**config.mk**
```make
export PLATFORM = sky130hd
export DESIGN_NAME = muldiv_hilo_unit
export DESIGN_NICKNAME = d
export VERILOG_FILES = /design/src/rtl/muldiv_hilo_unit.sv
export SDC_FILE = /design/constraint.sdc
export NUM_CORES = 1
export LEC_CHECK = 0
export CORE_MARGIN = 3
export CORE_UTILIZATION = 45
export DETAILED_ROUTE_END_ITERATION = 8
export PLACE_DENSITY = 0.71
export SYNTH_ARGS = -nofsm -noshare
export SYNTH_HDL_FRONTEND = slang
export SYNTH_SLANG_ARGS = --single-unit
```
**constraint.sdc**
```tcl
create_clock -name clk_i -period 5.93 [get_ports clk_i]
set_input_delay 1.779 -clock clk_i [delete_from_list [all_inputs] [get_ports clk_i]]
set_output_delay 1.779 -clock clk_i [all_outputs]
set_load 0.03 [all_outputs]
```
**src/rtl/muldiv_hilo_unit.sv**
```systemverilog
// muldiv_hilo_unit: iterative multiply/divide engine with its own HI/LO pair.
// Multiply is shift-add, divide is restoring, UNROLL bits per cycle on
// absolute values; a final FIX cycle applies the sign correction and
// commits HI/LO. mthi/mtlo writes and reads share the same register pair.
module muldiv_hilo_unit #(
  parameter int WIDTH  = 32,
  parameter int UNROLL = 1
) (
  input  logic             clk_i,
  input  logic             rst_i,
  input  logic             start_i,
  input  logic [1:0]       op_i,
  input  logic [WIDTH-1:0] src_a_i,
  input  logic [WIDTH-1:0] src_b_i,
  input  logic             abort_i,
  input  logic             hilo_rd_i,
  input  logic             mt_we_i,
  input  logic             hilo_sel_i,
  input  logic [WIDTH-1:0] mt_data_i,
  output logic [WIDTH-1:0] hilo_out_o,
  output logic             busy_o,
  output logic             stall_o,
  output logic             done_o,
  output logic             div_by_zero_o
);

  localparam int N  = WIDTH / UNROLL;
  localparam int CW = (N > 1) ? $clog2(N) : 1;
  localparam logic [CW-1:0] CNT_INIT = CW'(N - 1);

  localparam logic [1:0] S_IDLE = 2'd0;
  localparam logic [1:0] S_RUN  = 2'd1;
  localparam logic [1:0] S_FIX  = 2'd2;

  // One shift-add step: {hi,lo} with multiplier bits consumed from lo[0].
  function automatic logic [2*WIDTH-1:0] mul_step(input logic [2*WIDTH-1:0] acc,
                                                  input logic [WIDTH-1:0]   m);
    logic [WIDTH:0] sum;
    sum = {1'b0, acc[2*WIDTH-1:WIDTH]} + (acc[0] ? {1'b0, m} : {(WIDTH+1){1'b0}});
    return {sum, acc[WIDTH-1:1]};
  endfunction

  // One restoring-divide step: {rem,dividend/quotient}, quotient bit enters at lo[0].
  function automatic logic [2*WIDTH-1:0] div_step(input logic [2*WIDTH-1:0] acc,
                                                  input logic [WIDTH-1:0]   d);
    logic [WIDTH:0]   sh;
    logic             ge;
    logic [WIDTH-1:0] rem;
    sh  = {acc[2*WIDTH-1:WIDTH], acc[WIDTH-1]};
    ge  = (sh >= {1'b0, d});
    rem = ge ? (sh[WIDTH-1:0] - d) : sh[WIDTH-1:0];
    return {rem, acc[WIDTH-2:0], ge};
  endfunction

  logic [1:0]         state_q, state_d;
  logic [CW-1:0]      cnt_q, cnt_d;
  logic [WIDTH-1:0]   hi_q, hi_d, lo_q, lo_d;
  logic               done_q, done_d;
  logic               dz_q, dz_d;

  logic [2*WIDTH-1:0] acc_q, acc_step;
  logic [WIDTH-1:0]   b_q, a_orig_q;
  logic [1:0]         op_q;
  logic               neg_res_q, neg_rem_q, dbz_op_q;

  logic               idle, accept, signed_op;
  logic [WIDTH-1:0]   a_abs, b_abs;
  logic [2*WIDTH-1:0] prod_fix;
  logic [WIDTH-1:0]   fix_hi, fix_lo;

  assign idle      = (state_q == S_IDLE);
  assign accept    = idle & start_i & ~abort_i;
  assign signed_op = ~op_i[0];
  assign a_abs     = (signed_op & src_a_i[WIDTH-1]) ? -src_a_i : src_a_i;
  assign b_abs     = (signed_op & src_b_i[WIDTH-1]) ? -src_b_i : src_b_i;

  // Advance the datapath by UNROLL multiply or divide steps.
  always_comb begin
    acc_step = acc_q;
    for (int k = 0; k < UNROLL; k++) begin
      acc_step = op_q[1] ? div_step(acc_step, b_q) : mul_step(acc_step, b_q);
    end
  end

  // Sign correction and divide-by-zero override for the FIX cycle.
  always_comb begin
    prod_fix = neg_res_q ? -acc_q : acc_q;
    fix_hi   = prod_fix[2*WIDTH-1:WIDTH];
    fix_lo   = prod_fix[WIDTH-1:0];
    if (op_q[1]) begin
      fix_lo = neg_res_q ? -acc_q[WIDTH-1:0] : acc_q[WIDTH-1:0];
      fix_hi = neg_rem_q ? -acc_q[2*WIDTH-1:WIDTH] : acc_q[2*WIDTH-1:WIDTH];
      if (dbz_op_q) begin
        fix_hi = a_orig_q;
        fix_lo = {WIDTH{1'b1}};
      end
    end
  end

  // Control FSM, HI/LO commit and status flags.
  always_comb begin
    state_d = state_q;
    cnt_d   = cnt_q;
    hi_d    = hi_q;
    lo_d    = lo_q;
    done_d  = 1'b0;
    dz_d    = dz_q;
    case (state_q)
      S_IDLE: begin
        if (mt_we_i) begin
          if (hilo_sel_i) lo_d = mt_data_i;
          else            hi_d = mt_data_i;
        end
        if (accept) begin
          state_d = S_RUN;
          cnt_d   = CNT_INIT;
          dz_d    = 1'b0;
        end
      end
      S_RUN: begin
        if (cnt_q == '0) state_d = S_FIX;
        else             cnt_d   = cnt_q - 1'b1;
      end
      S_FIX: begin
        state_d = S_IDLE;
        hi_d    = fix_hi;
        lo_d    = fix_lo;
        done_d  = 1'b1;
        dz_d    = dbz_op_q;
      end
      default: state_d = S_IDLE;
    endcase
    // A flush drops the in-flight op without touching architectural state.
    if (abort_i && !idle) begin
      state_d = S_IDLE;
      hi_d    = hi_q;
      lo_d    = lo_q;
      done_d  = 1'b0;
      dz_d    = dz_q;
    end
  end

  // Control and architectural registers with asynchronous reset.
  always_ff @(posedge clk_i or posedge rst_i) begin
    if (rst_i) begin
      state_q <= S_IDLE;
      cnt_q   <= '0;
      hi_q    <= '0;
      lo_q    <= '0;
      done_q  <= 1'b0;
      dz_q    <= 1'b0;
    end else begin
      state_q <= state_d;
      cnt_q   <= cnt_d;
      hi_q    <= hi_d;
      lo_q    <= lo_d;
      done_q  <= done_d;
      dz_q    <= dz_d;
    end
  end

  // Operand latch on accept and iterative accumulator update.
  always_ff @(posedge clk_i) begin
    if (accept) begin
      op_q      <= op_i;
      acc_q     <= {{WIDTH{1'b0}}, a_abs};
      b_q       <= b_abs;
      a_orig_q  <= src_a_i;
      neg_res_q <= signed_op & (src_a_i[WIDTH-1] ^ src_b_i[WIDTH-1]);
      neg_rem_q <= signed_op & src_a_i[WIDTH-1];
      dbz_op_q  <= op_i[1] & (src_b_i == '0);
    end else if (state_q == S_RUN) begin
      acc_q <= acc_step;
    end
  end

  assign busy_o        = ~idle;
  assign stall_o       = busy_o & (start_i | hilo_rd_i | mt_we_i);
  assign hilo_out_o    = hilo_sel_i ? lo_q : hi_q;
  assign done_o        = done_q;
  assign div_by_zero_o = dz_q;

endmodule

```
==> metrics.yaml, run 1 <==
critical_path:
  worstPathCellList: "clkdlybuf4s50_1, buf_4, mux2_2, clkdlybuf4s50_1"
  cp_common_cell: "clkdlybuf4s50_1"
  max_stage_delay_ps: 590
  cp_slowest_cell: "clkdlybuf4s50_1"
  critPathKind: "input pin to output port"
  start_kind: "input pin"
  end_kind: "output port"
  cp.arrival_ps: 3610
  critPathMaxFanout: 34
  required_ps: 4150
cts:
  post-cts-setup-buffer-count: 0
  cts_root_buffer: "clkbuf_16"
  cts_tree: "done"
  clk_latency_ps: 570
  htreeDepth: 1
  clk_pin_slew_ps: 60
  clockBufferDepth: 3
  postCtsHoldBufs: 0
  cts_sinks: 205
  numCtsBuffers: 26
  cts_resized: 0
sta:
  tightest_slew_ps: 1150
  hold_viol_final: 0
  maxSlewViolCount: 0
  setup_viol: 0
  fmax_mhz: 186
  skew_ps: 25.2
  layout_min_cycle_time_ps: 5380
  post-route-period-util_pct: 90.8
  finalSetupTns_ps: 0
  fin_hold_ws_ps: 478
  max_slew_margin_pct: 23.3
  grt_setup_unrepaired: "false"
synth:
  synth-seq-cells: 205
  syn-mean-instance-area_um2: 8.37
  synth_cell_types: 73
  synth_seq_area_share_pct: 33.6
  yosys_warnings: 0
  syn-num-nets: 2121
  yosys.area.top_type_share_pct: 18.5
  async_reset_ff_share_pct: 35.6
  yosys-top-cells-area: "edfxtp_1 18%, dfrtp_1 11%, xnor2_1 7.4%"
  synth-edff-count: 100
  synth_area_leader_cell: "edfxtp_1"
  synthTopCellsByCount: "214 x nand2_1, 194 x o21ai_0, 150 x a21oi_1, 138 x xnor2_1, 132 x nor2_1"
  synthCells: 1944
  synth_area_um2: 16300
  ys.flop_type: "edfxtp_1"
  synth_most_common_cell: "nand2_1"
floorplanning:
  num_rows: 68
  core_um2: 35100
  fp.dieArea_um2: 38500
  initial_core_util_pct: 46.4
  io-pin-count: 141
  die_h_um: 196
  die_w_um: 196
final_layout:
  nNetsFinal: 2184
  drive_gt1_share_pct: 7.20
  fin_util_pct: 53.7
  fillCellCount: 3235
  area_growth_pct: 15.8
  finalNonFillerCells: 2484
routing:
  final_antenna_net_count: 0
  vias: 15300
  drt_first_pass_iters: 6
  drc: 0
  avgRoutedWirePerCell_um: 21.7
  viasPerCell: 6.15
  drtIter0Drc: 1588
  drt_wl_total_um: 53800
grt:
  grt_start_max_net_pins: 134
  grt_busiest_layer: "met2"
  grt_usage_pct: 27.0
  grtUsageMet3_pct: 3.68
  gr-usage-met1_pct: 38.2
  use_met2_pct: 43.2
  grt_pass1_vias: 14300
  grt_pass1_wl_um: 82900
  antenna_found_initial: 1
  overflow: 0
pwr:
  finalPower_mw: 7.53
  ir_drop_uv: 215
  power_density_nw_per_um2: 400
  p_leak_nw: 7.49
status:
  outcome: "completed"
hold_path:
  worstHoldPathType: "register to register"
placement:
  hpwl_um: 40200
  port_buffers: 140
  place_inst: 2434
  gp_congestion: 0.931
flow_run:
  cap_violations: 0
==> stage by stage <==
step | setup WS, ps | instance area [um2]
3_3_place_gp | 572 | 17900
4_1_cts | 542 | 18800
5_1_grt | 479 | 18800
2_1_floorplan | 706 | 16300
6_report | 546 | 18800
3_5_place_dp | 544 | 17900
==> per-layer routing <==
| layer | part of all wire [%] | vias up | wire (um) |
|---|---|---|---|
| li1 | - | 7186 | - |
| met3 | 7.1 | 99 | 3820 |
| met1 | 44 | 7369 | 23600 |
| met5 | 0 | - | 0 |
| met4 | 2.8 | 0 | 1500 |
| met2 | 46 | 623 | 24900 |
==> cell type report <==
type	count	area [um2]	area share [%]
clock inverter	15	179	0.950
multi-input combinational	1540	10100	53.4
tap	455	569	3.02
antenna	2	5.00	0.0266
inverter	71	269	1.43
clock buffer	33	729	3.87
timing repair buffer	163	1550	8.25
sequential	205	5470	29.1
==> state kept, by name (all words and copies together) (netlist names), 2 cells and up <==
name / flops
b_q: 32
acc_q: 64
state_q: 2
a_orig_q: 32
cnt_q: 5
hi_q: 32
lo_q: 32
==> logic make-up (layout without fill, tap and decap cells) <==
| logic type | after synthesis | count (layout) | synth area share [%] |
|---|---|---|---|
| flip-flops | 205 | 205 | 33.6 |
| other | 0 | 2 | 0 |
| XOR/XNOR | 202 | 202 | 10.9 |
| buffers and inverters | 199 | 282 | 4.70 |
| AO/OA/AOI/OAI | 583 | 583 | 21.9 |
| adder cells (fa/ha/maj) | 72 | 72 | 5.63 |
| AND/OR/NAND/NOR | 590 | 590 | 17.3 |
| multiplexers | 93 | 93 | 6.00 |
==> power breakdown <==
part	internal [mW]	total, mW	switching (mW)
clock network	1.01	1.68	0.674
logic	1.50	3.58	2.07
registers	1.78	2.28	0.500
total	4.29	7.53	3.25
==> final timing paths <==
path / startpoint / end / slack (ps) / cells past startpoint
min in group asynchronous: rst_i / lo_q[22]$_DFFE_PP0P_ / 1660 / 2
worst min register to register: lo_q[0]$_DFFE_PP0P_ / lo_q[0]$_DFFE_PP0P_ / 480 / 2
worst max-delay path: hilo_sel_i / hilo_out_o[31] / 550 / 4
worst min-delay path: lo_q[0]$_DFFE_PP0P_ / lo_q[0]$_DFFE_PP0P_ / 480 / 2
worst max register to register: acc_q[0]$_DFFE_PP_ / acc_q[57]$_SDFFE_PP0P_ / 1670 / 13
max in group asynchronous: rst_i / hi_q[14]$_DFFE_PP0P_ / 3260 / 3
==> worst max-delay path, delay by kind of cell <==
kind	cells	cell delay, ps
muxes	1	390
buffers and inverters	3	1420
==> cell usage in the layout (no fill, tap or decap), drive strengths merged, types with 6 or more instances in the layout <==
master and n:
nand2 214, o21ai 202, a21oi 150, xnor2 138
nor2 132, clkdlybuf4s50 127, edfxtp 100, dfrtp 73
inv 71, ha 70, xor2 64, mux2i 57
nand3 48, mux2 36, buf 36, nor3 35
o22ai 33, clkbuf 33, dfxtp 32, a21o 31
o31ai 30, and3 23, nand2b 20, or3 19
nor4 18, a211oi 17, o41ai 17, nor2b 17
or4 17, a31oi 14, o211ai 14, nand4 12
clkinv 11, o221ai 10, o21a 10, or2 9
o2111ai 7, and2 6, o21bai 6, a22oi 6
Note: power is estimated with default switching activity, not from simulation.
==> run 2, diff against run 1 <==
Settings changed: CORE_UTILIZATION 45 to 35, PLACE_DENSITY 0.71 to 0.59.
==> run 2 against run 1 <==
Against the previous run: via count fell by 1.6%; wire length is 3.0% higher; clock skew decreased by 7.0 ps; setup slack gained 91 ps; global-route usage fell by 5.3 points; sequential cell count is the same; critical path depth stayed put; critical path type unchanged; critical endpoint is now hilo_out_o[10].
==> metrics.yaml, run 2 (synthesis results as in run 1) <==
routing:
  viasPerCell: 5.72  # -7.0%
  drt_first_pass_iters: 6  # unchanged
  drt_wl_total_um: 55400  # +3.0%
  final_antenna_net_count: 0  # unchanged
  drc: 0  # unchanged
  avgRoutedWirePerCell_um: 21.1  # -2.8%
  drtIter0Drc: 1481  # -6.7%
  vias: 15000  # -1.6%
flow_run:
  cap_violations: 0  # unchanged
final_layout:
  largest-register: "acc_q"
  area_growth_pct: 16.8
  final_common_cell: "nand2_1"
  largest_reg_flops: 64  # unchanged
  drive_gt1_share_pct: 7.64  # +0.44 points
  finalNonFillerCells: 2630  # +5.9%
  final_cell_mix: "214 x nand2_1, 194 x o21ai_0, 149 x a21oi_1"
  nNetsFinal: 2185  # +0.046%
  fillCellCount: 4574  # +41%
critical_path:
  critPathMaxFanout: 23  # -32%
  start_kind: "input pin"
  cp_slowest_cell: "clkdlybuf4s50_1"
  end_kind: "output port"
  required_ps: 4150  # about the same
  worstPathCellList: "clkdlybuf4s50_1, buf_4, mux2_2, clkdlybuf4s50_1"
  max_stage_delay_ps: 590  # about the same
  critPathKind: "input pin to output port"
  cp.arrival_ps: 3510  # -100 ps
  cp_common_cell: "clkdlybuf4s50_1"
pwr:
  p_leak_nw: 7.52  # +0.30%
  finalPower_mw: 7.54  # about the same
  power_density_nw_per_um2: 397  # -0.89%
  ir_drop_uv: 192  # -11%
floorplanning:
  initial_core_util_pct: 35.6  # -11 points
  die_w_um: 222  # +13%
  fp.dieArea_um2: 49100  # +28%
  die_h_um: 222  # +13%
  num_rows: 78  # +15%
  io-pin-count: 141  # unchanged
  core_um2: 45700  # +30%
cts:
  clockBufferDepth: 3  # unchanged
  htreeDepth: 1  # unchanged
  cts_sinks: 205  # unchanged
  clk_pin_slew_ps: 50  # about the same
  numCtsBuffers: 27  # +3.8%
  postCtsHoldBufs: 0  # unchanged
  post-cts-setup-buffer-count: 0  # unchanged
  cts_resized: 0  # unchanged
  cts_root_buffer: "clkbuf_16"
  clk_latency_ps: 570  # about the same
  cts_tree: "done"
grt:
  grt_pass1_wl_um: 85800  # +3.5%
  grt_usage_pct: 21.7  # -5.3 points
  antenna_found_initial: 1  # unchanged
  grt_pass1_vias: 14500  # +0.77%
  overflow: 0  # unchanged
  grt_start_max_net_pins: 134  # unchanged
sta:
  tightest_slew_ps: 1240  # +92.6 ps
  post-route-period-util_pct: 89.3  # -1.5 points
  fmax_mhz: 189  # +1.7%
  grt_setup_unrepaired: "false"
  skew_ps: 18.1  # -7.00 ps
  maxSlewViolCount: 0  # unchanged
  finalSetupTns_ps: 0  # unchanged
  max_slew_margin_pct: 17.1  # -6.2 points
  hold_viol_final: 0  # unchanged
  setup_viol: 0  # unchanged
  layout_min_cycle_time_ps: 5290  # -91.5 ps
hold_path:
  worstHoldPathType: "register to register"
placement:
  hpwl_um: 41800  # +4.1%
  port_buffers: 140  # unchanged
  place_inst: 2579  # +6.0%
  gp_congestion: 0.905  # -2.7%
status:
  outcome: "completed"
[run 2: layer usage]
layer | global-route usage (%) | vias to the layer above | routed length (um)
met5 | 0 | - | 0
met4 | 6.75 | 0 | 1740
met3 | 2.08 | 89 | 3090
met2 | 35.3 | 514 | 25800
met1 | 30.6 | 7233 | 24800
li1 | - | 7200 | -
[run 2: stage by stage]
step | hold slack, ps | util (%) | cell area (um2) | worst slack [ps]
final | 475 | 41.6 | 19000 | 637
after global routing | 502 | 41.6 | 19000 | 560
after CTS | 483 | 41.6 | 19000 | 629
after detailed placement | 470 | 39.6 | 18100 | 629
after global placement | 466 | 39.6 | 18100 | 667
after floorplan | 444 | - | 16300 | 706
[run 2: final cells by class]
class | count | area, um2 | share of cell area [%]
multi-input cells | 1540 | 10100 | 52.9
flip-flops and latches | 205 | 5470 | 28.8
repair buffers | 163 | 1550 | 8.15
clock buffers | 37 | 773 | 4.07
well taps | 600 | 751 | 3.95
inverters | 71 | 269 | 1.42
clock inverters | 13 | 136 | 0.718
diodes | 1 | 2.50 | 0.0132
[run 2: critical path: cells and delay by family]
kind                   cells  cell delay [ps]
buffers and inverters      3             1330
multiplexers               1              380
[run 2: path summary, 6_finish.rpt]
path | start | to | slack, ps | cells after the start
hold / removal | hi_q[2]$_DFFE_PP0P_ | hi_q[2]$_DFFE_PP0P_ | 470 | 2
max in group asynchronous | rst_i | lo_q[4]$_DFFE_PP0P_ | 3240 | 3
min in group asynchronous | rst_i | lo_q[29]$_DFFE_PP0P_ | 1650 | 2
setup reg to reg | acc_q[0]$_DFFE_PP_ | acc_q[57]$_SDFFE_PP0P_ | 1770 | 13
hold reg to reg | hi_q[2]$_DFFE_PP0P_ | hi_q[2]$_DFFE_PP0P_ | 470 | 2
setup / recovery | hilo_sel_i | hilo_out_o[10] | 640 | 4
[run 2: where the power goes]
group	leakage (nW)	internal [mW]	switching, mW
Sequential	2.10	1.78	0.492
Clock	0.454	1.00	0.671
Combinational	4.96	1.50	2.09
